==> src/rtl/q15_divider.sv <==
// Sequential signed Q15 divider (sign + 15 integer bits, 48 fractional bits).
// Restoring division, one quotient bit per clock, start/done handshake.
// Overflow saturates to the signed extremes; a zero divisor raises nan.
module q15_divider (
    input  logic        clk,
    input  logic        rst_n,
    input  logic        start,
    input  logic [63:0] a,
    input  logic [63:0] b,
    output logic        busy,
    output logic        done,
    output logic [63:0] res,
    output logic        nan
);

    typedef enum logic [1:0] {
        IDLE  = 2'd0,
        CHECK = 2'd1,
        DIV   = 2'd2,
        DONE  = 2'd3
    } state_t;

    state_t      state_reg;
    state_t      state_next;

    logic [63:0] a_reg;
    logic [63:0] b_reg;
    logic        sign_reg;
    logic [63:0] rem_reg;       // partial remainder, always below |b|
    logic [63:0] dvd_reg;       // remaining dividend bits, MSB shifted out first
    logic [63:0] q_reg;         // quotient being built, or the precomputed special result
    logic [5:0]  count_reg;
    logic        bypass_reg;    // special case: q_reg already holds the final result
    logic        nan_pend_reg;
    logic [63:0] res_reg;
    logic        nan_reg;

    // Magnitudes; negating 0x8000_0000_0000_0000 yields itself, read as 2^63.
    logic [63:0] abs_a;
    logic [63:0] abs_b;
    logic        ovf;
    logic [64:0] rem_shift;
    logic        ge;
    logic [63:0] q_new;

    assign abs_a     = a_reg[63] ? (~a_reg + 64'd1) : a_reg;
    assign abs_b     = b_reg[63] ? (~b_reg + 64'd1) : b_reg;
    // Quotient would reach 2^63 when |a| >= |b| * 2^15 (79-bit compare).
    assign ovf       = {15'd0, abs_a} >= {abs_b, 15'd0};
    assign rem_shift = {rem_reg, dvd_reg[63]};
    assign ge        = rem_shift >= {1'b0, abs_b};
    assign q_new     = {q_reg[62:0], ge};

    // State register.
    always_ff @(posedge clk) begin
        if (!rst_n) begin
            state_reg <= IDLE;
        end else begin
            state_reg <= state_next;
        end
    end

    // Next-state logic and handshake outputs.
    always_comb begin
        state_next = state_reg;
        busy       = 1'b1;
        done       = 1'b0;
        case (state_reg)
            IDLE: begin
                busy = 1'b0;
                if (start) begin
                    state_next = CHECK;
                end
            end
            CHECK: begin
                state_next = DIV;
            end
            DIV: begin
                if (bypass_reg || (count_reg == 6'd0)) begin
                    state_next = DONE;
                end
            end
            DONE: begin
                done       = 1'b1;
                state_next = IDLE;
            end
            default: begin
                state_next = IDLE;
            end
        endcase
    end

    // Datapath: operand capture, precheck, restoring iterations, result register.
    // Special cases spend one cycle in DIV with the answer preloaded so every
    // result is registered on the edge that enters DONE.
    always_ff @(posedge clk) begin
        if (!rst_n) begin
            a_reg        <= '0;
            b_reg        <= '0;
            sign_reg     <= 1'b0;
            rem_reg      <= '0;
            dvd_reg      <= '0;
            q_reg        <= '0;
            count_reg    <= '0;
            bypass_reg   <= 1'b0;
            nan_pend_reg <= 1'b0;
            res_reg      <= '0;
            nan_reg      <= 1'b0;
        end else begin
            case (state_reg)
                IDLE: begin
                    if (start) begin
                        a_reg    <= a;
                        b_reg    <= b;
                        sign_reg <= a[63] ^ b[63];
                    end
                end
                CHECK: begin
                    count_reg <= '0;
                    rem_reg   <= '0;
                    dvd_reg   <= '0;
                    if (b_reg == 64'd0) begin
                        bypass_reg   <= 1'b1;
                        nan_pend_reg <= 1'b1;
                        q_reg        <= '0;
                    end else if (ovf) begin
                        bypass_reg   <= 1'b1;
                        nan_pend_reg <= 1'b0;
                        q_reg        <= sign_reg ? 64'h8000_0000_0000_0000
                                                 : 64'h7fff_ffff_ffff_ffff;
                    end else if (a_reg == 64'd0) begin
                        bypass_reg   <= 1'b1;
                        nan_pend_reg <= 1'b0;
                        q_reg        <= '0;
                    end else begin
                        // Dividend is |a|<<48 (112 bits). The top 48 bits can
                        // never produce a quotient bit (q < 2^63), so they are
                        // preloaded straight into the remainder.
                        bypass_reg   <= 1'b0;
                        nan_pend_reg <= 1'b0;
                        rem_reg      <= {16'd0, abs_a[63:16]};
                        dvd_reg      <= {abs_a[15:0], 48'd0};
                        q_reg        <= '0;
                        count_reg    <= 6'd63;
                    end
                end
                DIV: begin
                    if (bypass_reg) begin
                        res_reg <= q_reg;
                        nan_reg <= nan_pend_reg;
                    end else begin
                        rem_reg <= ge ? 64'(rem_shift - {1'b0, abs_b}) : rem_shift[63:0];
                        dvd_reg <= {dvd_reg[62:0], 1'b0};
                        q_reg   <= q_new;
                        if (count_reg == 6'd0) begin
                            res_reg <= sign_reg ? (~q_new + 64'd1) : q_new;
                            nan_reg <= 1'b0;
                        end else begin
                            count_reg <= count_reg - 6'd1;
                        end
                    end
                end
                default: begin
                end
            endcase
        end
    end

    assign res = res_reg;
    assign nan = nan_reg;

endmodule

==> config.mk <==
export PLATFORM = sky130hd
export DESIGN_NAME = q15_divider
export DESIGN_NICKNAME = d
export VERILOG_FILES = /design/src/rtl/q15_divider.sv
export SDC_FILE = /design/constraint.sdc
export NUM_CORES = 1
export LEC_CHECK = 0
export BUFFER_PORTS_ARGS = -buffer_cell sky130_fd_sc_hd__buf_2
export CORE_UTILIZATION = 50
export CTS_CLUSTER_SIZE = 24
export DETAILED_ROUTE_END_ITERATION = 10
export PLACE_DENSITY = 0.72
export SLEW_MARGIN = 20
export SYNTH_ARGS = -nofsm -noshare
export SYNTH_HDL_FRONTEND = slang
export SYNTH_SLANG_ARGS = --single-unit
==> constraint.sdc <==
create_clock -name clk -period 7.95 [get_ports clk]
set_input_delay 1.1925 -clock clk [delete_from_list [all_inputs] [get_ports clk]]
set_output_delay 1.1925 -clock clk [all_outputs]
set_load 0.05 [all_outputs]
## After elaboration in Yosys (flattened, before gate mapping)

Index checks and enable logic that the tools add are counted.

| cells by class | value |
|---|---|
| reductions and logical operators | 12 |
| order comparisons | 2 |
| divide/modulo/power cells | 0 |
| shift operators | 0 |
| mux-type cells | 38 |
| equality and inequality tests | 7 |
| add/sub/neg operators | 5 |
| multiply operators | 0 |
| bitwise logic cells | 4 |

Operators with widths:

| operator | count |
|---|---|
| two-way mux 64 bit | 15 |
| one-hot mux 64 bit (2 select lines) | 3 |
| adder 64 x 1 -> 64 bit, second input constant | 3 |
| NOT 64 bit | 3 |
| two-way mux 48 bit | 3 |
| zero test 64 bit | 2 |
| >= comparator 64 x 79 -> 1 bit | 1 |
| >= comparator 65 x 64 -> 1 bit | 1 |
| subtractor 64 bit | 1 |
| two-way mux 6 bit | 5 |
| one-hot mux 6 bit (2 select lines) | 1 |
| two-way mux 1 bit | 8 |
| inequality test 2 bit, second input constant | 4 |
| one-hot mux 2 bit (4 select lines) | 1 |
| AND reduction 2 bit | 4 |
| zero test 6 bit | 1 |
| subtractor 6 x 1 -> 6 bit, second input constant | 1 |
| == test 2 bit, second input constant | 2 |
| two-way mux 2 bit | 2 |
| nonzero test 2 bit | 2 |
| AND reduction 3 bit | 1 |
| == test 2 x 1 -> 1 bit, second input constant | 1 |
| zero test 2 bit | 1 |
| logical OR 1 bit | 1 |
| bitwise XOR 1 bit | 1 |

| word-level totals | value |
|---|---|
| bits in latches | 0 |
| bits in read-only memories | 0 |
| register bits | 396 |
| memory bits (writable) | 0 |
| memories kept | 0 |

## Depth between registers and ports, before layout

Gate-level depths: netlist of the first run.

| depth | value |
|---|---|
| depth after elaboration | 9 |
| mapped depth | 34 |
| mapped depth without buffers | 30 |

## Worst setup path before layout of the first run

Ideal clock, no wire load.

| timing | value |
|---|---|
| kind | reg2reg |
| start point | register b_reg[0] |
| end point | register res_reg[60], in the netlist res[60] |
| setup time | 132 ps |
| arrival | 8031 ps |
| cell stages (with the launch flop) | 35 |
| clock period less this slack | 8163 ps |
| required time | 7818 ps |
| buffers on the path | 4 |
| slack | -213 ps |
| cells stage by stage | dfxtp_1 inv_1 ha_1 or4b_2 nor2_1 nand4_1 nand2b_1 or3_1 nand2_1 xor2_1 ha_1 clkbuf_1 a21oi_1 o21ai_0 a211oi_1 o211ai_1 a311o_1 a41oi_1 nand3_1 inv_1 clkbuf_1 buf_1 ha_1 or4b_2 or3_1 nor4_1 nand4_1 or2_1 clkbuf_1 or2_1 o41ai_1 xor2_1 o21ai_1 nand2_1 a21oi_1 |

| on the way | value |
|---|---|
| cells in the longest elaborated chain, start to end | 9 |

RTL lines:

| element | line | text |
|---|---|---|
| from (decl) | 27 | `logic [63:0] b_reg;` |
| from (signal assigned) | 99 | `b_reg <= '0;` |
| from (signal assigned) | 114 | `b_reg <= b;` |
| NOT 64 bit | 47 | `assign abs_b = b_reg[63] ? (~b_reg + 64'd1) : b_reg;` |
| adder 64 x 1 -> 64 bit | 47 |  |
| two-way mux 64 bit (*) | 47 |  |
| >= comparator 65 x 64 -> 1 bit (*) | 51 | `assign ge = rem_shift >= {1'b0, abs_b};` |
| NOT 64 bit (*) | 156 | `res_reg <= sign_reg ? (~q_new + 64'd1) : q_new;` |
| adder 64 x 1 -> 64 bit (*) | 156 |  |
| two-way mux 64 bit (*) | 156 |  |
| two-way mux 64 bit (*) | 155 | `if (count_reg == 6'd0) begin` |
| two-way mux 64 bit (*) | 148 | `if (bypass_reg) begin` |
| to (signal assigned) | 149 | `res_reg <= q_reg;` |
| to (signal assigned) | 156 |  |
| to (decl) | 35 | `logic [63:0] res_reg;` |

Mark *: on every way between the ends. The rest lies on a longest branch, timed or not. The select of a mux whose other input is x is not followed.
A chain may end at the register's enable or synchronous reset.

## Worst setup path in the final report of the first run

| timing | value |
|---|---|
| start point | register b_reg[9] |
| end point | register res_reg[60], in the netlist res[60] |

Same word-level chain as after synthesis.

==> flow_summary.json, run 1 <==
{
  "run_status": "finished, final reports clean",
  "synth_edf_count": 0,
  "die_area_um2": 47500,
  "regArea_um2": 6970,
  "gr-total-overflow": 0,
  "num_rows": 78,
  "timing.final.ws_setup_ps": 327,
  "synthTopCellsByArea": "dfxtp_1, a21oi_1, nand2_1, ha_1, o21ai_0",
  "holdPathStages": 2,
  "arrival_ps": 8060,
  "synth_seq_cells": 348,
  "grt_usage": 0.319,
  "avgSynthCellArea_um2": 7.48,
  "p_per_area_nw_per_um2": 399,
  "antenna_found_initial": 0,
  "cts_tree": "yes",
  "dpl.cell_count": 3740,
  "ys_warn_count": 0,
  "ys_types": 84,
  "max_slew_margin": 0.284,
  "hold_path_class": "reg -> reg",
  "grt_pass1_wl_mm": 122,
  "p_total_mw": 10.4,
  "syn_inst": 3121,
  "final_area_um2": 26100,
  "fin_cells": 3811,
  "coreArea_um2": 45700,
  "grt_max_degree": 102,
  "ctsLongestPathBuffers": 3,
  "clk_pin_slew_ps": 60,
  "multi_input_area_um2": 15300,
  "ir_drop_uv": 200,
  "post-route-drc-count": 0,
  "post-place-ws_ps": 238,
  "finish.utilization": 0.571,
  "via_per_inst": 6.28,
  "critPathRequiredTime_ps": 8390,
  "whs_ps": 451,
  "max_freq_mhz": 131,
  "io_pins": 198,
  "cts_max_level": 2,
  "slew_violations": 0,
  "final_hold_viol_count": 0,
  "cp_max_fo": 7,
  "post-route-period-util": 0.959,
  "drive_gt1_frac": 0.119,
  "critical_path_class": "reg -> reg",
  "worstRegToRegCells": 27,
  "synthTopCellsByCount": "nand2_1, a21oi_1, dfxtp_1",
  "die_w_um": 218,
  "netlist_area_um2": 23300,
  "r2r_start": "b_reg[9]",
  "place_hpwl_mm": 55.3,
  "nets": 3438,
  "drv_cap": 0,
  "portBuffers": 197,
  "synth-main-ff-cell": "dfxtp_1",
  "gp_congestion": 0.972,
  "seq_area_frac_synth": 0.299,
  "nFillCells": 4369,
  "hold_end": "res[38]",
  "postPlaceCellArea_um2": 24700,
  "drtPass1Iterations": 6,
  "critPathCaptureType": "flop",
  "cp-start-kind": "flop",
  "worstReg2RegEnd": "res[60]",
  "ff2ff_setup_slack_ps": 330,
  "area_growth_pct": 11.8,
  "synth_fp_nets": 3374,
  "async_flop_share": 0,
  "setup_viol": 0,
  "fin_tns_setup_ps": 0,
  "routedWlPerCell_um": 20.3,
  "timing.final.crit_period_ps": 7620,
  "p_leak_nw": 10.3,
  "clkSinkCount": 348,
  "clk_latency_ps": 570,
  "n_antenna_cell": 0,
  "synth_largest_area_cell": "dfxtp_1",
  "vias": 23933,
  "worst_slew_pin_slew_ps": 1070,
  "cts_buffers": 41,
  "synthDominantCellAreaShare": 0.299,
  "die_h_um": 218,
  "totalWireLength_mm": 77.4,
  "hp-start": "res[38]",
  "grt_pass1_vias": 22600,
  "cts_root_buf": "clkbuf_16",
  "start_util": 0.511,
  "drt-initial-drc-count": 2148,
  "synth.most_common_cell": "nand2_1",
  "postRouteAntennaNets": 0,
  "clock_skew_ps": 15.2
}
## logic make-up after synthesis
family / Yosys count / synth area share
muxes: 39 / 0.0169
xor gates and xnor gates: 235 / 0.0897
buffers and inverters: 290 / 0.0479
AOI/OAI and AO/OA: 1058 / 0.277
and+or+nand+nor: 1028 / 0.203
adders and majority gates: 123 / 0.0662
DFF: 348 / 0.299
## worst max-delay path, stage by stage (launching register included)
cell,delay [ps]
dfxtp_1,350
or4_1,660
buf_4,220
nor4_1,640
nand4_1,320
a21o_1,270
and2_1,180
ha_1,370
and4_1,250
and2_1,170
a22oi_1,190
o211ai_1,130
a311o_1,340
a41oi_1,190
nand3_2,160
inv_2,90
ha_1,180
or4b_2,610
or3_1,420
nor4_4,180
nand4_1,230
or2_1,300
or2_1,280
o41ai_2,320
xor2_1,180
o21ai_1,80
nand2_1,110
a21oi_1,60
## placed cells by master, fill, tap and decap left out, drive strengths merged, types with 38 or more instances in the layout
master / Yosys / routed
nand2: 491 / 491
xnor2: 103 / 103
o31ai: 53 / 53
clkbuf: 215 / 55
dfxtp: 348 / 348
nor2: 168 / 168
inv: 49 / 51
a22oi: 92 / 92
buf: 26 / 262
ha: 121 / 121
xor2: 130 / 130
o21ai: 246 / 246
nand3: 97 / 97
nor3: 47 / 47
o41ai: 40 / 40
nand4: 41 / 41
a21oi: 409 / 409
or4: 38 / 38
## where the power goes
group	internal (mW)	total [mW]	switching (mW)	leakage (nW)
sequential	2.03	2.35	0.321	2.84
clock	1.11	1.88	0.774	0.647
combinational	2.22	6.18	3.96	6.80
total	5.35	10.4	5.05	10.3
## how the worst max path moves through the flow
stage                  start       to  slack [ps]  depth (start not counted)
finish              b_reg[9]  res[60]         330                         27
global route        b_reg[1]  res[54]         -20                         30
CTS                 b_reg[1]  res[60]         230                         31
detailed placement  b_reg[1]  res[60]         240                         31
global placement    b_reg[1]  res[60]         380                         31
floorplan           b_reg[0]  res[60]          50                         34
## layout make-up
class | instances | area share
Clock buffer | 55 | 0.0440
Sequential cell | 348 | 0.267
Timing Repair Buffer | 262 | 0.0585
Multi-Input combinational cell | 2483 | 0.588
Inverter | 49 | 0.00734
Tap cell | 600 | 0.0288
Clock inverter | 14 | 0.00595
## layer usage
layer / global-route usage / part of all wire / up-vias
met5: 0 / 0 / -
met4: 0.157 / 0.049 / 0
met3: 0.0423 / 0.065 / 184
met2: 0.524 / 0.46 / 920
met1: 0.409 / 0.42 / 11361
li1: - / - / 11468
## what timing repair did
item                                    CTS  global route
buffers inserted                          0             2
resized for setup                         0             4
hold buffers                              0             0
endpoints found under the setup margin    0             8
(Power assumes the default switching activity.)
==> run 2, diff against run 1 <==
Settings changed: CORE_UTILIZATION 50 to 28, PLACE_DENSITY 0.72 to 0.44.
Clock period 7.95 ns to 8.7 ns, I/O delays scaled along.
==> run 2 against run 1 <==
Critical path depth increased by 3; via count decreased by 3.6%; non-clock buffer count decreased by 23; sequential power decreased by 8%; sequential share of layout area decreased by 0.68 points; total power decreased by 6.3%; clock power increased by 8%; die area increased by 78%; clock skew increased by 6.2 ps; design area increased by 2.7%; clock-buffer cell count increased by 10; largest cell class unchanged; largest power group unchanged; highest routed layer is now met5.
==> flow_summary.json, run 2 (synthesized netlist as in run 1, its figures left out) <==
{
  "cp.buffers_inverters": 2,
  "arrival_ps": 8450,
  "io_pins": 198,
  "routedWlPerCell_um": 20.1,
  "postCtsSetupBuffers": 0,
  "post-route-drc-count": 0,
  "via_per_inst": 5.40,
  "p_per_area_nw_per_um2": 364,
  "p_leak_nw": 10.3,
  "dpl.cell_count": 4189,
  "drtPass1Iterations": 8,
  "die_area_um2": 84500,
  "portBuffers": 197,
  "hold_path_class": "reg -> reg",
  "ctsLongestPathBuffers": 3,
  "run_status": "finished, final reports clean",
  "ir_drop_uv": 175,
  "post-route-period-util": 0.919,
  "fin_cells": 4274,
  "num_rows": 105,
  "clock_skew_ps": 21.4,
  "worst_slew_pin_slew_ps": 1100,
  "final_hold_viol_count": 0,
  "critPathRequiredTime_ps": 9160,
  "coreArea_um2": 82200,
  "area_growth_pct": 14.7,
  "nFillCells": 8988,
  "critical_path_class": "reg -> reg",
  "totalWireLength_mm": 86.0,
  "layout_commonest_cell": "nand2_1",
  "drt-initial-drc-count": 1467,
  "place_hpwl_mm": 60.8,
  "n_antenna_cell": 0,
  "mostFrequentLayoutCells": "nand2_1, a21oi_1, dfxtp_1, o21ai_0, buf_2",
  "cp_common_cell": "ha_1",
  "max_freq_mhz": 125,
  "cts_root_buf": "clkbuf_16",
  "cts_tree": "yes",
  "grt_pass1_vias": 21866,
  "grt_pass1_wl_mm": 133,
  "critPathCaptureType": "flop",
  "finish.utilization": 0.325,
  "grt_max_degree": 93,
  "max_slew_margin": 0.261,
  "rsz0062_at_grt": "false",
  "cts_buffers": 47,
  "critPathMaxStageDelay_ps": 720,
  "postRouteAntennaNets": 0,
  "antenna_found_initial": 4,
  "drive_gt1_frac": 0.119,
  "gp_congestion": 0.895,
  "cp_max_fo": 8,
  "fin_tns_setup_ps": 0,
  "clk_latency_ps": 600,
  "slowest_stage": "or4b_2",
  "timing.final.crit_period_ps": 7990,
  "setup_viol": 0,
  "gr-total-overflow": 0,
  "slew_violations": 0,
  "nets": 3421,
  "die_h_um": 291,
  "start_util": 0.284,
  "clk_pin_slew_ps": 60,
  "critical_path.top_delay_family": "simple AND/OR/NAND/NOR gates",
  "cp-start-kind": "flop",
  "grt_usage": 0.197,
  "vias": 23062,
  "drv_cap": 0,
  "cts_max_level": 2,
  "die_w_um": 291,
  "clkSinkCount": 348
}
-- run 2: area by class of cell --
cell class / count / area, um^2 / area share
inverters: 49 / 191 / 0.00715
flip-flops and latches: 348 / 6970 / 0.261
repair buffers: 239 / 1320 / 0.0492
well taps: 1070 / 1340 / 0.0500
clock inverters: 20 / 248 / 0.00925
multi-input cells: 2483 / 15300 / 0.573
clock buffers: 65 / 1360 / 0.0509
-- run 2: worst paths after layout --
check,from,slack [ps],end,depth (start not counted)
setup reg to reg,b_reg[0],710,res[60],30
hold / removal,res[34],450,res[34],2
setup / recovery,b_reg[0],710,res[60],30
hold reg to reg,res[34],450,res[34],2
-- run 2: power by group --
group / leakage (nW) / switching (mW) / internal, mW
Combinational: 6.66 / 3.60 / 1.95
Sequential: 2.84 / 0.318 / 1.85
Clock: 0.801 / 0.809 / 1.22
Total: 10.3 / 4.73 / 5.02
-- run 2: what timing repair did --
item                                    in CTS  in global routing
hold buffers                                 0                  0
resized for setup                            0                  8
endpoints found under the setup margin       0                 12
-- run 2: tightest hold or removal path: stages, from the launching register on --
cell and delay (ps):
dfxtp_1 300, nand2_1 50, a21oi_1 50
-- run 2: through the flow --
step                      hold slack, ps  worst slack [ps]  total power, mW  instance area (um^2)
after CTS                            452               167             9.77                 26700
after global routing                 469               164             10.5                 26800
after detailed placement             444               170             7.66                 25100
final                                449               705             9.75                 26800
after global placement               441               468             7.73                 25100
after floorplan                      432               537             6.08                 23300
-- run 2: metal layers --
metal / vias to the layer above / GRT usage / routed length, um
met4: 2 / 0.0552 / 2170
li1: 11438 / - / -
met5: - / 0 / 19
met1: 10995 / 0.271 / 40800
met2: 518 / 0.322 / 39300
met3: 109 / 0.0245 / 3640
